### src/rtl/mips_pkg.sv
// Shared definitions for the MIPS fetch-stage PC control slice.
//   PC_W         : architectural PC width
//   RESET_PC_DEF : default PC loaded on reset
//   redirect_src_e : encoding reported on redirect_src_o
//   pc_state_e   : next-PC controller state
package mips_pkg;

    localparam int unsigned      PC_W         = 32;
    localparam logic [PC_W-1:0]  RESET_PC_DEF = 32'h0000_0000;

    typedef enum logic [1:0] {
        RS_NONE   = 2'b00,
        RS_JUMP   = 2'b01,
        RS_BRANCH = 2'b10
    } redirect_src_e;

    typedef enum logic [1:0] {
        BOOT   = 2'b00,
        RUN    = 2'b01,
        BUBBLE = 2'b10
    } pc_state_e;

endpackage

### src/rtl/jump_target_gen.sv
// J/JAL target formation: {pc4[31:28], idx, 2'b00}.
//   pc4_i    in  32  PC+4 of the jump instruction
//   idx_i    in  26  instr[25:0] of the jump
//   target_o out 32  word-aligned jump target
module jump_target_gen
    import mips_pkg::*;
(
    input  logic [PC_W-1:0] pc4_i,
    input  logic [25:0]     idx_i,
    output logic [PC_W-1:0] target_o
);

    // Only the region nibble of PC+4 contributes to the target.
    logic unused_pc4_low;
    assign unused_pc4_low = ^pc4_i[27:0];

    assign target_o = {pc4_i[31:28], idx_i, 2'b00};

endmodule

### src/rtl/pc_redirect_ctrl.sv
// Fetch-stage next-PC controller: owns the PC, arbitrates between sequential
// fetch, ID jumps and EX taken branches, drives the squash signals and holds
// fetch invalid for IMEM_LAT cycles while instruction memory refills.
//   clk, rst_n        : clock, async active-low reset
//   stall_i           : hazard freeze of PC / IF
//   jump_req_i/idx/pc4: jump decoded in ID
//   br_req_i/target   : taken branch resolved in EX
//   pc_o, pc_plus4_o  : current fetch PC and PC+4
//   fetch_valid_o     : IF instruction valid
//   flush_ifid_o/idex : squash pipeline registers at next edge
//   redirect_src_o    : 00 none, 01 jump, 10 branch
//   misalign_o        : one-cycle pulse after a branch to an unaligned target
//   redirect_cnt_o    : saturating count of accepted redirects
module pc_redirect_ctrl
    import mips_pkg::*;
#(
    parameter logic [31:0] RESET_PC = RESET_PC_DEF,
    parameter int unsigned IMEM_LAT = 1,
    parameter int unsigned CNT_W    = 16
) (
    input  logic             clk,
    input  logic             rst_n,
    input  logic             stall_i,
    input  logic             jump_req_i,
    input  logic [25:0]      jump_idx_i,
    input  logic [31:0]      jump_pc4_i,
    input  logic             br_req_i,
    input  logic [31:0]      br_target_i,
    output logic [31:0]      pc_o,
    output logic [31:0]      pc_plus4_o,
    output logic             fetch_valid_o,
    output logic             flush_ifid_o,
    output logic             flush_idex_o,
    output logic [1:0]       redirect_src_o,
    output logic             misalign_o,
    output logic [CNT_W-1:0] redirect_cnt_o
);

    localparam logic [2:0] LAT = 3'(IMEM_LAT);

    pc_state_e        state_q, state_d;
    logic [31:0]      pc_q, pc_d;
    logic [2:0]       bub_q, bub_d;
    logic [CNT_W-1:0] cnt_q, cnt_d;
    logic             misalign_q, misalign_d;

    logic             active;
    logic             br_acc;
    logic             jmp_acc;
    logic [31:0]      jump_target;
    redirect_src_e    src;

    jump_target_gen u_jump_target_gen (
        .pc4_i    (jump_pc4_i),
        .idx_i    (jump_idx_i),
        .target_o (jump_target)
    );

    assign pc_plus4_o = pc_q + 32'd4;
    assign pc_o       = pc_q;

    // Requests are only honoured once the PC has left BOOT; a branch makes
    // the younger jump in ID irrelevant since IF/ID gets flushed anyway.
    assign active  = (state_q != BOOT);
    assign br_acc  = active && br_req_i;
    assign jmp_acc = active && jump_req_i && !br_req_i;

    always_comb begin
        src = RS_NONE;
        if (br_acc) begin
            src = RS_BRANCH;
        end else if (jmp_acc) begin
            src = RS_JUMP;
        end
    end

    assign flush_ifid_o   = br_acc || jmp_acc;
    assign flush_idex_o   = br_acc;
    assign redirect_src_o = src;
    assign fetch_valid_o  = (state_q == RUN);
    assign misalign_o     = misalign_q;
    assign redirect_cnt_o = cnt_q;

    always_comb begin
        state_d    = state_q;
        pc_d       = pc_q;
        bub_d      = bub_q;
        cnt_d      = cnt_q;
        misalign_d = 1'b0;
        case (state_q)
            BOOT: begin
                state_d = RUN;
            end
            default: begin
                if (br_acc || jmp_acc) begin
                    // Redirects win over stall_i and restart the refill window.
                    pc_d       = br_acc ? {br_target_i[31:2], 2'b00} : jump_target;
                    misalign_d = br_acc && (br_target_i[1:0] != 2'b00);
                    state_d    = BUBBLE;
                    bub_d      = LAT;
                    cnt_d      = (&cnt_q) ? cnt_q : cnt_q + 1'b1;
                end else begin
                    if (!stall_i) begin
                        pc_d = pc_plus4_o;
                    end
                    // Refill time elapses independently of stalls.
                    if (state_q == BUBBLE) begin
                        bub_d = bub_q - 3'd1;
                        if (bub_q <= 3'd1) begin
                            state_d = RUN;
                        end
                    end
                end
            end
        endcase
    end

    always_ff @(posedge clk or negedge rst_n) begin
        if (!rst_n) begin
            state_q    <= BOOT;
            pc_q       <= RESET_PC;
            bub_q      <= '0;
            cnt_q      <= '0;
            misalign_q <= 1'b0;
        end else begin
            state_q    <= state_d;
            pc_q       <= pc_d;
            bub_q      <= bub_d;
            cnt_q      <= cnt_d;
            misalign_q <= misalign_d;
        end
    end

endmodule

### config.mk
export PLATFORM = sky130hd
export DESIGN_NAME = pc_redirect_ctrl
export DESIGN_NICKNAME = d
export VERILOG_FILES = /design/src/rtl/mips_pkg.sv /design/src/rtl/jump_target_gen.sv /design/src/rtl/pc_redirect_ctrl.sv
export SDC_FILE = /design/constraint.sdc
export NUM_CORES = 1
export LEC_CHECK = 0
export CAP_MARGIN = 5
export CORE_MARGIN = 3
export CORE_UTILIZATION = 28
export CTS_CLUSTER_SIZE = 14
export DETAILED_ROUTE_END_ITERATION = 10
export PLACE_DENSITY_LB_ADDON = 0.2
export SYNTH_ARGS = -nofsm -noshare
export SYNTH_HDL_FRONTEND = slang
export SYNTH_SLANG_ARGS = --single-unit
export TNS_END_PERCENT = 10
### constraint.sdc
create_clock -name clk -period 4.6 [get_ports clk]
set_input_delay 1.38 -clock clk [delete_from_list [all_inputs] [get_ports clk]]
set_output_delay 1.38 -clock clk [all_outputs]
set_load 0.01 [all_outputs]
Word-level counts from Yosys, hierarchy flattened

Index checks and enable logic that the tools add are counted.

$add $sub $neg: 3
$lt $le $gt $ge: 1
Eq/ne operators: 3
Multiplexer cells: 13
Bitwise operators: 2
Reductions and logical operators: 17

Operators by type and width:

| kind                                                | number |
|---|---|
| 2-to-1 mux 32 bit                                   | 3 |
| adder 32 x 3 -> 32 bit, second input constant       | 1 |
| adder 16 x 1 -> 16 bit, second input constant       | 1 |
| AND reduction 16 bit                                | 1 |
| 2-to-1 mux 2 bit                                    | 5 |
| 2-to-1 mux 3 bit                                    | 2 |
| AND reduction 2 bit                                 | 3 |
| nonzero test 2 bit                                  | 3 |
| nonzero test 3 bit                                  | 2 |
| logical AND 1 bit                                   | 4 |
| <= comparator 3 x 1 -> 1 bit, second input constant | 1 |
| 2-to-1 mux 1 bit                                    | 3 |
| AND reduction 3 bit                                 | 1 |
| subtractor 3 x 1 -> 3 bit, second input constant    | 1 |
| equality test 2 x 1 -> 1 bit, second input constant | 1 |
| equality test 2 bit, second input constant          | 1 |
| zero test 2 bit                                     | 1 |
| != test 2 x 1 -> 1 bit, second input constant       | 1 |
| inverter 1 bit                                      | 2 |
| zero test 1 bit                                     | 1 |
| logical OR 1 bit                                    | 1 |

Register bits after elaboration: 54
Input bits: 95
Output and inout port bits: 86
Word-level logic and storage cells: 44

Logic depth before layout (Yosys ltp)

Gate-level depths: netlist of the first run.

Depth in word-level cells: 6
Gate-level depth with buffers: 7
Gate-level depth less buffers: 6

Modules after synthesis

Synthesis of the first run repeated with hierarchy kept, for this count alone.

Cells, all modules: 473
Area, all modules: 4011.3 sq um

By module, submodules not included:

| module           | instances | cells an instance | area each (sq um) |
|---|---|---|---|
| pc_redirect_ctrl | 1         | 440               | 3767.4 |
| jump_target_gen  | 1         | 33                | 244.0 |

Worst setup path after synthesis of the first run

Ideal clock, no wire load.

Path kind: input to output
Start point: input br_req_i
End point: output redirect_src_o[1]
Arrival time: 2148 ps
Slack: 1072 ps
Stages on the path: 4
Path buffers: 2
Cell sequence: o21ai_0 inv_2 clkbuf_1 buf_4

Cells in the longest elaborated chain, start to end: 2

Ends and longest elaborated chain:

| item              | line                   | source |
|---|---|---|
| start, declared   | pc_redirect_ctrl.sv:27 | `input logic br_req_i,` |
| logical AND 1 bit | pc_redirect_ctrl.sv:65 | `assign br_acc = active && br_req_i;` |
| net flush_idex_o  | pc_redirect_ctrl.sv:33 | `output logic flush_idex_o,` |
| 2-to-1 mux 2 bit  | pc_redirect_ctrl.sv:70 | `if (br_acc) begin` |
| end, declared     | pc_redirect_ctrl.sv:34 | `output logic [1:0] redirect_src_o,` |

The timed path passes the listed nets, and every way through them passes these cells.

Worst setup path in the final report of the first run

Start point: input br_req_i
End point: output redirect_src_o[0]

Cells in the longest elaborated chain, start to end: 4
Elaborated cells between the ends (all ways): 5
Those cells by class: mux (2); reduce/logical (3)

Ends and longest elaborated chain:

| item               | line                   | source |
|---|---|---|
| zero test 1 bit    | pc_redirect_ctrl.sv:66 | `assign jmp_acc = active && jump_req_i && !br_req_i;` |
| logical AND 1 bit  | pc_redirect_ctrl.sv:66 |  |
| 2-to-1 mux 1 bit   | pc_redirect_ctrl.sv:72 | `end else if (jmp_acc) begin` |
| 2-to-1 mux 2 bit * | pc_redirect_ctrl.sv:70 |  |

Every way passes the cells marked *; elsewhere a longest branch is shown, timed or not.

==> metrics, run 1 <==
Starting Density 29.3%; Flop pwr share between 20 and 30%; 1st-iter DRT viols 200; Die ar. between 0.01 and 0.015 mm^2; antenna violations before repair 0; Power Total roughly 3.2 mW; Avg Inst Size Synth about 8.4 um^2; critical path type in2out; Die Ht between 100 and 150 um; Comb pwr share between 50 and 60%; Synth-to-Final Area Change 49.9%; Async S/R FF share, synth between 90% and 100%; final worst path period share around 91%; Worst Path Arrival roughly 2.8 ns; post-CTS setup buffers 0; Synth Register Bits 52; DR vias/cell between 4 and 5; ANT cells 0; routed length per instance between 15 and 20 um; Worst slew margin between 50% and 60%; Post-synth top cells nand2_1 (82), dfrtp_1 (52), nand3_1 (28); Cells after DPL ~730; VDD IR-drop max 0.300 mV; static leakage 2.16 nW; unique cell type count in the Yosys netlist 58; PD cells between 500 and 600 mW/mm^2; min cycle time layout roughly 4.2 ns; Max Cap Viol 0; Layout Nets 664; proportion of layout cells with a drive suffix above 1 under 10%; Reg clk slew, reported paths 0.07 ns; die width 119 um; Final Wtd Congestion ~0.80; Least-Margin Pin Slew 0.643 ns; CTS tree built; gr busiest metal met2; Synth Flop Type dfrtp_1; WP buf/inv 2; Ys Warns 0; unrepaired setup endpoints after global routing false; # rows 40; critical path cell sequence clkdlybuf4s50_1, nand2b_1, nor2_1, clkdlybuf4s50_1; leading area contributor after synthesis dfrtp_1; top-count cell post-synth nand2_1; grt ovf 0; clk_lat worst skew slightly below 0.3 ns; routed vias 3659; final hold violation count 0; I/O Pins about 180; final worst setup slack ~0.40 ns; largest net degree at the start of global routing 46; Peak Freq about 0.24 GHz; cells after synthesis approximately 430; crit end category output pin; remaining antenna violation count 0; Power Internal roughly 1.8 mW; # clock sinks 52; cts hold-fix bufs 0; TritonRoute pass-1 iters 4; r2r setup slk between 2 and 3 ns; switch share around two fifths; Critical Path Source Type primary input; clk buf depth 2; Global Route Usage Sum ~17%; final setup vio count 0; most used cell, CP clkdlybuf4s50_1; first-pass GRT wire length 19600 um; routing usage on met2 between 20% and 30%; # resized after CTS 0; top fanout value on the critical path 5; drt total wl about 12000 um; worst path required time roughly 3.2 ns; Final Core Density a little over two fifths; EDFF count, synth 0; grt met3 use about 4.1%; post-synthesis sequential area ratio 36.2%; Synth top area share between 30% and 40%; pre-CTS WS 0.391 ns; hold crit path type reg2reg; Synth area leaders dfrtp_1 (36%), nand2_1 (8.6%), xnor2_1 (6.6%); slowest CP cell clkdlybuf4s50_1; Finished Layout Cells around 730; vias in the first global route roughly 3700; CTS buffer count 5; CTS H-tree lvls 2; Worst path max stage delay about 0.55 ns; # DRC 0; core area 0.0123 mm^2; Worst path top cell family by delay buffers and inverters; NetSw around 1.3 mW; power share of the clock group between 10% and 20%; status completed; met1 Track Usage GR 22.9%; worst clock skew approximately 0.0054 ns; IO Port Bufs 148; Mapped Area ~0.0036 mm^2; setup TNS 0 ns; Final Max Slew Viols 0; DP HPWL ~8800 um; Root Buffer clkbuf_16
power groups by stage:
stage | clock network, mW | logic, mW | registers [mW]
6_report | 0.431 | 1.80 | 0.952
5_1_grt | 0.458 | 1.95 | 0.998
4_1_cts | 0.445 | 1.82 | 0.950
3_5_place_dp | 0 | 1.81 | 0.954
3_3_place_gp | 0 | 1.79 | 0.944
2_1_floorplan | 0 | 0.862 | 0.937
metal layers:
metal / share of wire (%) / wire, um
met5: 0 / 0
met2: 47 / 5600
met1: 47 / 5710
met4: 0.47 / 57
met3: 5.5 / 665
final timing paths:
kind / start / end / depth (start not counted)
max in group asynchronous: rst_n / pc_o[4] / 2
hold / removal: redirect_cnt_o[9] / redirect_cnt_o[9] / 1
setup reg to reg: state_q[0] / pc_o[12] / 5
hold reg to reg: redirect_cnt_o[9] / redirect_cnt_o[9] / 1
setup / recovery: br_req_i / redirect_src_o[0] / 4
min in group asynchronous: rst_n / redirect_cnt_o[11] / 1
area by class of cell:
| cell class | instances | area [um^2] |
|---|---|---|
| Tap cell | 168 | 210 |
| Fill cell | 1253 | 6870 |
| Multi-Input combinational cell | 339 | 2130 |
| Inverter | 11 | 41.3 |
| Sequential cell | 52 | 1300 |
| Clock inverter | 3 | 42.5 |
| Timing Repair Buffer | 156 | 1540 |
| Clock buffer | 5 | 125 |
kinds of logic after synthesis:
group / count (synthesis) / share of synthesized area (%)
adder cells (fa/ha/maj): 4 / 1.39
AND/OR/NAND/NOR: 190 / 27.5
multiplexers: 5 / 1.43
other: 1 / 0.104
buffers and inverters: 41 / 5.22
XOR/XNOR: 44 / 10.7
AO/OA/AOI/OAI: 92 / 17.5
flip-flops: 52 / 36.2
state kept, by name (all words and copies together) (netlist names):
name and cells:
redirect_cnt_o 16, bub_q 3, pc_o 30, misalign_o 1, state_q 2
worst reg2reg max path, cell delays in order, from the launching register on:
cell and delay [ns]:
dfrtp_1 0.55, nor2_1 0.15, a21oi_2 0.46, nand2_1 0.38, o32a_1 0.39, o21ai_0 0.07
metrics by stage:
stage                     hold slack [ns]  area (um^2)
final                               0.494         5390
after global routing                0.513         5390
after CTS                           0.501         5390
after detailed placement            0.488         5220
after global placement              0.491         5220
after floorplan                     0.507         3610
layout by cell type, fill, tap and decap left out, drive strengths merged, types with 4 or more instances in the layout:
cell             n
clkdlybuf4s50  147
nand2           83
dfrtp           52
nand3           28
xnor2           27
o21ai           25
a21oi           24
nor2            23
xor2            17
nor3            15
inv             11
nand4           11
and3             9
a311oi           9
buf              9
and4             6
clkbuf           5
o31ai            4
a31oi            4
mux2i            4
ha               4
conb             4
Power figures use the tool's default switching activity.
==> run 2, diff against run 1 <==
- REMOVE_ABC_BUFFERS: unset -> 1
==> run 2 against run 1 <==
  * Non-clock buffer count fell by 1
  * Register-to-register slack got worse by 0.17 ns
  * Worst setup slack improved by 0.035 ns
  * Hold slack improved by 0.012 ns
  * Power rose by 0.58%
  * Flip-flop and latch count did not move
  * Die area did not move
  * Combinational power barely moved
  * Wire length rose by 2.2%
==> metrics, run 2 (synthesis gave the netlist of run 1 again) <==
top fanout value on the critical path 5 (unchanged); Layout Nets 663 (-0.15%); status completed; crit path from br_req_i; VDD IR-drop max 0.263 mV (-12%); routed length per instance 16.8 um (+2.4%); vias in the first global route 3568 (-3.5%); I/O Pins 181 (unchanged); clk buf depth 2 (unchanged); Worst Path Arrival 2.78 ns (-0.04 ns); Final Max Slew Viols 0 (unchanged); final worst path period share 90.5% (-0.77 points); Root Buffer clkbuf_16; routed vias 3641 (-0.49%); number of flip-flops in the largest register 30 (unchanged); grt ovf 0 (unchanged); Comb pwr share 56.6% (about the same); min cycle time layout 4.16 ns (-0.0353 ns); CTS H-tree lvls 2 (unchanged); Critical Path Source Type primary input; DR vias/cell 4.97 (-0.36%); IO Port Bufs 148 (unchanged); Reg clk slew, reported paths 0.07 ns (about the same); Worst slew margin 42.2% (-15 points); final hold violation count 0 (unchanged); power share of the clock group 13.7% (about the same); CTS buffer count 5 (unchanged); static leakage 2.16 nW (-0.26%); largest net degree at the start of global routing 46 (unchanged); Die Ht 119 um (unchanged); CP endpoint redirect_src_o[0]; reg2reg end pc_o[26]; die width 119 um (unchanged); # DRC 0 (unchanged); r2r setup slk 2.35 ns (-0.17 ns); PD cells 594 mW/mm^2 (+0.80%); Finished Layout Cells 733 (-0.14%); Die ar. 0.0142 mm^2 (unchanged); Global Route Usage Sum 16.7% (-0.043 points); Max Cap Viol 0 (unchanged); NetSw 1.35 mW (+1.6%); antenna violations before repair 0 (unchanged); cts hold-fix bufs 0 (unchanged); # clock sinks 52 (unchanged); Worst Reg-to-Reg Cells 6 (+1); # resized after CTS 0 (unchanged); worst clock skew 0.00848 ns (+0.00305 ns); TritonRoute pass-1 iters 4 (unchanged); worst flop-to-flop path startpoint state_q[1]; Synth-to-Final Area Change 49.6%; worst hold start redirect_cnt_o[5]; remaining antenna violation count 0 (unchanged); switch share 42.3% (+0.41 points); core area 0.0123 mm^2 (unchanged); commonest non-fill, non-tap cell in the layout clkdlybuf4s50_1; CTS tree built; Power Internal 1.84 mW (-0.12%); proportion of layout cells with a drive suffix above 1 6.55% (-0.17 points); Final Wtd Congestion 0.819 (+2.9%); crit end category output pin; clk_lat worst skew 0.29 ns (about the same); first-pass GRT wire length 19300 um (-1.8%); setup TNS 0 ns (unchanged); Flop pwr share 29.7% (-0.2 points); final setup vio count 0 (unchanged); # rows 40 (unchanged); Peak Freq 0.240 GHz (+0.85%); hold crit path type reg2reg; Starting Density 29.3% (unchanged); unrepaired setup endpoints after global routing false; worst path required time 3.22 ns (about the same); Least-Margin Pin Slew 0.865 ns (+0.222 ns); Cells after DPL 725 (-0.14%); most frequent cells in the layout clkdlybuf4s50_1 (147), nand2_1 (82), dfrtp_1 (52); critical path type in2out; post-CTS setup buffers 0 (unchanged); DP HPWL 8910 um (+1.6%); ANT cells 0 (unchanged); drt total wl 12300 um (+2.2%); 1st-iter DRT viols 194 (-3.0%)
## run 2: power groups by stage
| stage | registers [mW] | logic, mW | clock network, mW |
|---|---|---|---|
| 4_1_cts | 0.944 | 1.83 | 0.450 |
| 6_report | 0.949 | 1.81 | 0.439 |
| 3_3_place_gp | 0.938 | 1.80 | 0 |
| 2_1_floorplan | 0.968 | 0.786 | 0 |
| 3_5_place_dp | 0.952 | 1.82 | 0 |
| 5_1_grt | 0.990 | 1.95 | 0.466 |
## run 2: metal layers
layer  up-vias  global-route usage (%)  share of wire, %
met5         -                       0                 0
met4         0                    3.51              0.74
met3         4                    2.90               5.2
met2       104                    28.9                50
met1      1748                    21.8                44
li1       1785                       -                 -
## run 2: how the worst min path moves through the flow
stage / slack (ns) / cells past startpoint / to
finish: 0.51 / 1 / redirect_cnt_o[5]
CTS: 0.51 / 1 / redirect_cnt_o[15]
global placement: 0.49 / 1 / redirect_cnt_o[15]
floorplan: 0.51 / 2 / bub_q[2]
detailed placement: 0.50 / 1 / redirect_cnt_o[15]
global route: 0.53 / 1 / redirect_cnt_o[5]
## run 2: metrics by stage
step / util (%) / cell area, um^2 / power, mW / hold slack (ns) / setup WS, ns
6_report: 43.9 / 5380 / 3.20 / 0.507 / 0.436
2_1_floorplan: - / 3460 / 1.75 / 0.507 / 0.357
3_5_place_dp: 42.5 / 5210 / 2.77 / 0.499 / 0.423
4_1_cts: 43.9 / 5380 / 3.23 / 0.511 / 0.428
5_1_grt: 43.9 / 5380 / 3.40 / 0.529 / 0.311
3_3_place_gp: 42.5 / 5210 / 2.74 / 0.491 / 0.425
## run 2: worst max-delay path, cell delays in order
cell and delay, ns:
clkdlybuf4s50_1 0.53, nand2b_1 0.23, nor2_1 0.10, clkdlybuf4s50_1 0.54
## run 2: layout make-up
type	count	area [um^2]
Inverter	11	41.3
Multi-Input combinational cell	339	2130
Tap cell	168	210
Clock buffer	5	125
Timing Repair Buffer	155	1530
Sequential cell	52	1300
Fill cell	1244	6880
Clock inverter	3	46.3
